### src/rtl/io_tile_pkg.sv
// Shared types and constants for the bottom-edge I/O tile.
// Pad mode field positions and the packed per-pad config view.
package io_tile_pkg;

    localparam int CFG_W   = 3;
    localparam int CFG_EN  = 0;
    localparam int CFG_DIR = 1;
    localparam int CFG_INV = 2;

    typedef struct packed {
        logic inv;
        logic dir;
        logic en;
    } pad_cfg_t;

    // Unpack one pad's slice of the shadow register into named fields.
    function automatic pad_cfg_t to_pad_cfg(input logic [CFG_W-1:0] bits);
        pad_cfg_t cfg;
        cfg.en  = bits[CFG_EN];
        cfg.dir = bits[CFG_DIR];
        cfg.inv = bits[CFG_INV];
        return cfg;
    endfunction

endpackage

### src/rtl/io_pad_cell.sv
// Combinational datapath for a single pad subtile.
// Isolation or a disabled pad forces every output low.
module io_pad_cell
    import io_tile_pkg::*;
(
    input  pad_cfg_t cfg_i,
    input  logic     isol_n_i,
    input  logic     outpad_i,
    input  logic     soc_in_i,
    output logic     soc_out_o,
    output logic     soc_dir_o,
    output logic     inpad_o
);

    logic act_s;

    assign act_s     = isol_n_i & cfg_i.en;
    assign soc_dir_o = act_s & cfg_i.dir;
    assign soc_out_o = act_s & cfg_i.dir & (outpad_i ^ cfg_i.inv);
    assign inpad_o   = act_s & ~cfg_i.dir & (soc_in_i ^ cfg_i.inv);

endmodule

### src/rtl/io_tile_bottom_array.sv
// Bottom-edge I/O tile: serial config chain, shadow commit with length check,
// and NUM_PADS combinational pad cells driven from the shadow.
module io_tile_bottom_array
    import io_tile_pkg::*;
#(
    parameter int NUM_PADS = 2
) (
    input  logic                prog_clk,
    input  logic                prog_reset_n,
    input  logic                IO_ISOL_N,
    input  logic                ccff_head,
    input  logic                ccff_en,
    input  logic                ccff_load,
    output logic                ccff_tail,
    input  logic [NUM_PADS-1:0] gfpga_pad_EMBEDDED_IO_ISOLN_SOC_IN,
    output logic [NUM_PADS-1:0] gfpga_pad_EMBEDDED_IO_ISOLN_SOC_OUT,
    output logic [NUM_PADS-1:0] gfpga_pad_EMBEDDED_IO_ISOLN_SOC_DIR,
    input  logic [NUM_PADS-1:0] pin_outpad,
    output logic [NUM_PADS-1:0] pin_inpad,
    output logic                cfg_valid,
    output logic                cfg_err
);

    localparam int TOTAL = NUM_PADS * CFG_W;
    localparam int CNT_W = $clog2(TOTAL + 2);
    localparam logic [CNT_W-1:0] CNT_FULL = CNT_W'(TOTAL);
    localparam logic [CNT_W-1:0] CNT_SAT  = CNT_W'(TOTAL + 1);

    logic [TOTAL-1:0] sr_q, sr_d;
    logic [TOTAL-1:0] shadow_q, shadow_d;
    logic [CNT_W-1:0] cnt_q, cnt_d;
    logic             valid_q, valid_d;
    logic             err_q, err_d;

    // Next state: commit samples the pre-shift chain and pre-increment count.
    always_comb begin
        sr_d     = sr_q;
        shadow_d = shadow_q;
        cnt_d    = cnt_q;
        valid_d  = valid_q;
        err_d    = err_q;

        if (ccff_en) begin
            sr_d = {sr_q[TOTAL-2:0], ccff_head};
        end else begin
            sr_d = sr_q;
        end

        if (ccff_load) begin
            if (cnt_q == CNT_FULL) begin
                shadow_d = sr_q;
                valid_d  = 1'b1;
            end else begin
                err_d = 1'b1;
            end
            cnt_d = ccff_en ? CNT_W'(1) : CNT_W'(0);
        end else if (ccff_en && (cnt_q != CNT_SAT)) begin
            cnt_d = cnt_q + CNT_W'(1);
        end else begin
            cnt_d = cnt_q;
        end
    end

    // Chain, shadow, counter and status registers.
    always_ff @(posedge prog_clk or negedge prog_reset_n) begin
        if (!prog_reset_n) begin
            sr_q     <= {TOTAL{1'b0}};
            shadow_q <= {TOTAL{1'b0}};
            cnt_q    <= {CNT_W{1'b0}};
            valid_q  <= 1'b0;
            err_q    <= 1'b0;
        end else begin
            sr_q     <= sr_d;
            shadow_q <= shadow_d;
            cnt_q    <= cnt_d;
            valid_q  <= valid_d;
            err_q    <= err_d;
        end
    end

    assign ccff_tail = sr_q[TOTAL-1];
    assign cfg_valid = valid_q;
    assign cfg_err   = err_q;

    for (genvar i = 0; i < NUM_PADS; i++) begin : g_pad
        io_pad_cell u_pad (
            .cfg_i     (to_pad_cfg(shadow_q[i*CFG_W +: CFG_W])),
            .isol_n_i  (IO_ISOL_N),
            .outpad_i  (pin_outpad[i]),
            .soc_in_i  (gfpga_pad_EMBEDDED_IO_ISOLN_SOC_IN[i]),
            .soc_out_o (gfpga_pad_EMBEDDED_IO_ISOLN_SOC_OUT[i]),
            .soc_dir_o (gfpga_pad_EMBEDDED_IO_ISOLN_SOC_DIR[i]),
            .inpad_o   (pin_inpad[i])
        );
    end

endmodule

### config.mk
export PLATFORM = sky130hd
export DESIGN_NAME = io_tile_bottom_array
export DESIGN_NICKNAME = d
export VERILOG_FILES = /design/src/rtl/io_tile_pkg.sv /design/src/rtl/io_pad_cell.sv /design/src/rtl/io_tile_bottom_array.sv
export SDC_FILE = /design/constraint.sdc
export NUM_CORES = 1
export LEC_CHECK = 0
export BUFFER_PORTS_ARGS = -buffer_cell sky130_fd_sc_hd__buf_2
export CAP_MARGIN = 20
export CORE_AREA = 2 2 45 51
export DETAILED_ROUTE_END_ITERATION = 16
export DIE_AREA = 0 0 47 53
export SLEW_MARGIN = 20
export SYNTH_ARGS = -nofsm -noshare
export SYNTH_HDL_FRONTEND = slang
export SYNTH_SLANG_ARGS = --single-unit
### constraint.sdc
create_clock -name prog_clk -period 3.8 [get_ports prog_clk]
set_clock_uncertainty 0.15 [all_clocks]
set_input_delay 0.76 -clock prog_clk [delete_from_list [all_inputs] [get_ports prog_clk]]
set_output_delay 0.76 -clock prog_clk [all_outputs]
set_load 0.05 [all_outputs]
; ---- Word-level counts from Yosys, hierarchy flattened
; Cells that the tools add are included.
[word_totals]
reg_bits = 17
inputBits = 10
out_inout_bits = 9
elab_cells = 32
[classes]
n_addsub = 1
eq_ne = 2
mux = 3
n_bitwise = 17
reduce_logical = 4
[op_table]
columns = op, n
row1 = $and A1 B1 Y1, 10
row2 = $mux W3, 2
row3 = $reduce_and A2 Y1, 2
row4 = $xor A1 B1 Y1, 4
row5 = $add A3 B1 Y3 const B, 1
row6 = $eq A3 B3 Y1 const B, 1
row7 = $ne A3 B3 Y1 const B, 1
row8 = $not A1 Y1, 3
row9 = $reduce_bool A2 Y1, 1
row10 = $logic_and A1 B1 Y1, 1
row11 = $mux W1, 1

; ---- Logic depth before layout (Yosys ltp)
; Gate-level depths: netlist of the first run.
[logic_depth]
depth_word = 4
ltp_mapped = 5
mapped_depth_nobuf = 5

; ---- By module
; Synthesis of the first run repeated with hierarchy kept, for this count alone.
[unflattened]
cells_unflattened = 60
area_unflattened_um2 = 794.5
[by_module_without_submodules]
columns = mod, n_inst, cells_each, area_per_inst_um2, seq_area_each_um2
row1 = io_tile_bottom_array, 1, 48, 696.9, 425.4
row2 = io_pad_cell, 2, 6, 48.8, 0.0

; ---- Worst setup path before layout of the first run
; Ideal clock, no wire load.
[synth_path]
kind = input-to-output
start = input IO_ISOL_N
end = output gfpga_pad_EMBEDDED_IO_ISOLN_SOC_OUT[0]
arrival_time_ns = 1.214
path_slack_ns = 1.676
cell_stages = 3
n_path_buf = 1
path_cell_list = and3_1 and2_1 buf_4
[synth_via]
elab_chain_cells = 3
[synth_lines]
columns = element, line_no
row1 = start: declaration, io_tile_bottom_array.sv:10  ; input logic IO_ISOL_N,
row2 = $and A1 B1 Y1, io_pad_cell.sv:17  ; assign act_s = isol_n_i & cfg_i.en;
row3 = $and A1 B1 Y1 (2 in a row), io_pad_cell.sv:19  ; assign soc_out_o = act_s & cfg_i.dir & (outpad_i ^ cfg_i.inv);
row4 = end: declaration, io_tile_bottom_array.sv:16  ; output logic [NUM_PADS-1:0] gfpga_pad_EMBEDDED_IO_ISOLN_SOC_OUT,
; No other way between the ends.

; ---- Worst setup path after layout of the first run
; Ends and elaborated chain as after synthesis.

==> results.py, run 1 <==
metrics = {
    "global_route": {
        "gr-usage-all-layers_pct": 10.5,
        "overflow": 0,
        "grt_max_degree": 18,
        "antenna_found_initial": 0,
        "grt_pass1_vias": 448,
        "grt_pass1_wl_um": 1770,
    },
    "cts": {
        "cts_tree": "yes",
        "clkLatencyLatePin_ns": 0.28,
        "cts_resized": 0,
        "post_cts_buffers": 0,
        "numCtsBuffers": 3,
        "cts_max_path_buffers": 2,
        "clock_sinks": 17,
        "h-tree-depth": 1,
        "clkTransAtPathRegs_ns": 0.10,
        "cts.hold.buffers_added": 0,
        "cts_root_buf": "clkbuf_4",
    },
    "power_and_ir_drop": {
        "power_leakage_nw": 0.470,
        "ir_worst_vdd_mv": 0.201,
        "power.density_nw_per_um2": 445,
    },
    "yosys": {
        "synthesis.area_um2": 815,
        "avgSynthCellArea_um2": 12.7,
        "seq_area_frac_synth_pct": 52.2,
        "ys_ff_latch": 17,
        "synth_nets": 77,
        "yosys_warnings": 0,
        "synth_cell_type_count": 21,
        "synthCells": 64,
    },
    "critical_path": {
        "reg2reg_depth": 5,
        "worstSetupEndpointType": "primary output",
        "r2r_start": "cnt_q[0]",
        "cp.arrival_ns": 1.39,
        "required_ns": 2.89,
        "critPathMaxFanout": 4,
        "start_kind": "input pin",
        "ff2ff_setup_slack_ns": 2.24,
        "path_class": "in -> out",
        "r2r-end": "cnt_q[2]",
    },
    "placed_design": {
        "io_buffers": 18,
        "dp_hpwl_um": 869,
        "gp_congestion": 0.659,
        "placed_area_um2": 887,
        "dp_slack_ns": 1.49,
    },
    "layout": {
        "layout-drive-gt1-share_pct": 45.6,
        "fill_cells": 198,
        "antenna_cells": 0,
        "seq_area_um2": 425,
        "finalNetCount": 93,
        "fin_area_um2": 915,
        "multi_input_area_um2": 333,
        "area_growth_pct": 12.3,
    },
    "drt": {
        "drt_iter0_drc": 1,
        "wire_per_inst_um": 10.7,
        "drt_pass1_iterations": 2,
        "via_per_inst": 4.64,
        "route.detailed.drc": 0,
        "routed-via-count": 496,
        "antenna_left": 0,
        "routed_wl_um": 1140,
    },
    "floorplan": {
        "rows": 17,
        "core_area_um2": 1960,
        "die_y_um": 53,
        "design.die.area_um2": 2490,
        "io_pins": 19,
        "start_util_pct": 41.6,
        "die_x_um": 47,
    },
    "run": {
        "max_cap_viol_count": 0,
    },
    "timing": {
        "tightest_slew_ns": 0.377,
        "fin_crit_sh_pct": 60.6,
        "hold_violations": 0,
        "finalSetupViolCount": 0,
        "setup_ws_ns": 1.50,
        "fmax_ghz": 0.434,
        "finalCriticalPeriod_ns": 2.30,
        "finalSetupTns_ns": 0,
        "grt_setup_unrepaired": "false",
        "final_max_slew_viol_count": 0,
        "max_slew_margin_pct": 74.9,
    },
    "status": {
        "outcome": "completed",
    },
    "worst_hold_path": {
        "holdCritPathClass": "in -> async",
    },
}
==> worst max-delay path by stage <==
| stage | start | to | slack (ns) | cells after the start |
|---|---|---|---|---|
| floorplan | IO_ISOL_N | gfpga_pad_EMBEDDED_IO_ISOLN_SOC_OUT[0] | 1.68 | 3 |
| detailed placement | IO_ISOL_N | gfpga_pad_EMBEDDED_IO_ISOLN_SOC_OUT[0] | 1.49 | 4 |
| CTS | IO_ISOL_N | gfpga_pad_EMBEDDED_IO_ISOLN_SOC_OUT[0] | 1.49 | 4 |
| global placement | gfpga_pad_EMBEDDED_IO_ISOLN_SOC_IN[1] | pin_inpad[1] | 1.52 | 4 |
| finish | IO_ISOL_N | gfpga_pad_EMBEDDED_IO_ISOLN_SOC_OUT[0] | 1.50 | 4 |
| global route | IO_ISOL_N | gfpga_pad_EMBEDDED_IO_ISOLN_SOC_OUT[0] | 1.44 | 4 |
==> metrics by stage <==
stage,hold slack (ns),instances,total power (W),utilization (%)
floorplan,0.314,64,0.000296,-
global placement,0.290,103,0.000318,45.3
detailed placement,0.300,103,0.000321,45.3
CTS,0.232,107,0.000416,46.7
global route,0.241,107,0.000436,46.7
finish,0.229,107,0.000407,46.7
==> critical path: stages <==
cell	delay, ns
buf_2	0.10
and3_1	0.16
and2_1	0.12
buf_2	0.25
==> sequential cells by signal (all words and copies together) (netlist names) <==
signal     cells
cfg_err        1
cfg_valid      1
cnt_q          3
shadow_q       6
sr_q           6
==> layout by cell type, fill, tap and decap left out, types with 2 or more instances in the layout <==
cell,synthesis,final
buf_2,0,18
mux2_2,12,12
nor2_1,2,2
dfrtp_1,17,17
and3_1,2,2
xor2_1,2,2
nand2_1,3,3
nor3_1,2,2
xnor2_1,2,2
ha_1,3,3
and2_1,2,2
clkbuf_4,0,3
==> layout make-up <==
| class | instances | area share, % |
|---|---|---|
| sequential | 17 | 46.5 |
| multi-input combinational | 39 | 36.4 |
| clock buffer | 3 | 2.46 |
| tap | 28 | 3.83 |
| clock inverter | 1 | 0.547 |
| timing repair buffer | 18 | 9.85 |
| inverter | 1 | 0.410 |
==> report_power, final <==
part | leakage (nW) | switching (W) | internal [W]
registers | 0.214 | 0.0000201 | 0.000209
logic | 0.239 | 0.0000492 | 0.0000367
clock network | 0.0177 | 0.0000531 | 0.0000390
total | 0.470 | 0.000122 | 0.000285
==> Yosys cell counts <==
cell type  number  share of area, %
a21o_2          1               1.1
xor2_1          2               2.2
mux2_2         12                17
and2b_1         1              0.92
inv_1           1              0.46
nand2_1         3               1.4
and3_1          2               1.5
ha_1            3               4.6
nor2_1          2              0.92
dfrtp_1        17                52
or2b_1          1              0.92
nand3_2         1               1.2
nor3_1          2               1.2
a21oi_1         1              0.61
and2_1          2               1.5
buf_4           7               6.5
a211oi_1        1              0.92
nor3b_1         1              0.92
mux2i_1         1               1.2
xnor2_1         2               2.2
o31ai_1         1              0.92
==> per-layer routing <==
| layer | GRT usage, % | vias up | routed length, um |
|---|---|---|---|
| met2 | 18.7 | 14 | 567 |
| li1 | - | 242 | - |
| met1 | 9.96 | 238 | 516 |
| met3 | 2.05 | 2 | 43 |
| met4 | 8.33 | 0 | 16 |
| met5 | 0 | - | 0 |
==> kinds of logic (layout without fill, tap and decap cells) <==
kind of cell,count (synthesis),count (layout),share of synthesized area [%]
flops,17,17,52.2
simple gates,15,15,10.6
mux,13,13,17.8
buf+inv,8,23,6.91
compound gates,4,4,3.53
xor+xnor,4,4,4.30
fa+ha+maj,3,3,4.61
Power figures use the tool's default switching activity.
==> run 2: changes to the inputs <==
Settings changed: PLACE_DENSITY set to 0.66.
Clock period 3.8 ns to 1.9 ns, I/O delays scaled along.
==> results.py, run 2 (synthesized netlist as in run 1, its figures left out) <==
metrics = {
    "status": {
        "outcome": "completed",
    },
    "placed_design": {
        "gp_congestion": 0.676,
        "io_buffers": 18,
        "dp_slack_ns": 0.328,
        "placed_area_um2": 887,
        "dp_hpwl_um": 894,
    },
    "cts": {
        "numCtsBuffers": 3,
        "clkTransAtPathRegs_ns": 0.09,
        "clock_sinks": 17,
        "cts_root_buf": "clkbuf_4",
        "cts_tree": "yes",
        "h-tree-depth": 1,
        "clkLatencyLatePin_ns": 0.27,
        "cts_max_path_buffers": 2,
    },
    "timing": {
        "tightest_slew_ns": 0.363,
        "finalSetupViolCount": 0,
        "fin_crit_sh_pct": 93.2,
        "hold_violations": 0,
        "finalSetupTns_ns": 0,
        "whs_ns": 0.182,
        "fmax_ghz": 0.565,
        "grt_setup_unrepaired": "false",
        "final_max_slew_viol_count": 0,
        "max_slew_margin_pct": 75.8,
        "finalCriticalPeriod_ns": 1.77,
        "setup_ws_ns": 0.130,
    },
    "global_route": {
        "grt_max_degree": 18,
        "antenna_found_initial": 0,
        "gr-usage-all-layers_pct": 11.1,
        "grt_pass1_vias": 478,
        "overflow": 0,
        "grt_pass1_wl_um": 1930,
    },
    "drt": {
        "antenna_left": 0,
        "route.detailed.drc": 0,
        "routed_wl_um": 1150,
        "via_per_inst": 4.65,
        "routed-via-count": 502,
        "drt_pass1_iterations": 3,
        "wire_per_inst_um": 10.7,
        "drt_iter0_drc": 1,
    },
    "floorplan": {
        "start_util_pct": 41.6,
        "io_pins": 19,
        "die_x_um": 47,
        "core_area_um2": 1960,
        "die_y_um": 53,
        "rows": 17,
        "design.die.area_um2": 2490,
    },
    "worst_hold_path": {
        "holdCritPathClass": "in -> reg",
    },
    "layout": {
        "biggestRegsByFlops": "shadow_q (6), sr_q (6), cnt_q (3)",
        "area_growth_pct": 13.4,
        "antenna_cells": 0,
        "finalNetCount": 94,
        "most-common-layout-cells": "buf_2 (18), dfrtp_1 (17), mux2_2 (12)",
        "fin_area_um2": 923,
        "layout_commonest_cell": "buf_2",
        "layout-drive-gt1-share_pct": 43.8,
    },
    "power_and_ir_drop": {
        "power.density_nw_per_um2": 880,
        "p_total_w": 0.000813,
        "power_leakage_nw": 0.472,
        "ir_worst_vdd_mv": 0.532,
    },
    "critical_path": {
        "path_class": "reg -> out",
        "cp.arrival_ns": 1.24,
        "start_kind": "flip-flop",
        "worstSetupEndpointType": "primary output",
        "required_ns": 1.37,
        "critPathMaxFanout": 3,
    },
    "run": {
        "max_cap_viol_count": 0,
    },
}
-- run 2: worst paths after layout --
| kind | from | endpoint | slack [ns] | cells past startpoint |
|---|---|---|---|---|
| setup / recovery | shadow_q[2] | pin_inpad[0] | 0.13 | 3 |
| hold / removal | ccff_head | sr_q[0] | 0.18 | 2 |
| setup reg to reg | cnt_q[1] | cnt_q[2] | 0.33 | 5 |
| hold reg to reg | cfg_valid | cfg_valid | 0.31 | 1 |
| max in group asynchronous | prog_reset_n | shadow_q[5] | 0.95 | 2 |
| min in group asynchronous | prog_reset_n | cnt_q[2] | 0.39 | 2 |
-- run 2: layer usage --
metal / global-route usage (%) / wire [um] / vias to the layer above
li1: - / - / 246
met1: 11.9 / 514 / 239
met2: 19.2 / 587 / 15
met3: 2.05 / 44 / 2
met4: 6.94 / 7 / 0
met5: 0 / 0 / -
-- run 2: what timing repair did --
action                                  in CTS  in global routing
endpoints found under the hold margin       17                  0
hold buffers                                 1                  0
endpoints found under the setup margin       0                  0
buffers inserted                             0                  0
gates resized for setup                      0                  0
-- run 2: through the flow --
step                      instances  util [%]
after floorplan                  64         -
after global placement          103      45.3
after detailed placement        103      45.3
after CTS                       108      47.2
after global routing            108      47.2
final                           108      47.2
-- run 2: worst max-delay path, cell delays in order, from the launching register on --
cell and delay (ns):
dfrtp_1 0.42, xnor2_1 0.14, nor3_1 0.13, buf_2 0.29
-- run 2: final cells by class --
type / instances / area (um2)
Inverter: 1 / 3.75
Multi-Input combinational cell: 39 / 333
Sequential cell: 17 / 425
Fill cell: 189 / 1030
Tap cell: 28 / 35.0
Clock buffer: 4 / 26.3
Timing Repair Buffer: 19 / 100
-- run 2: where the power goes --
part | switching [W] | total (W) | internal (W)
combinational | 0.0000983 | 0.000173 | 0.0000750
sequential | 0.0000413 | 0.000460 | 0.000418
clock | 0.0000985 | 0.000180 | 0.0000813
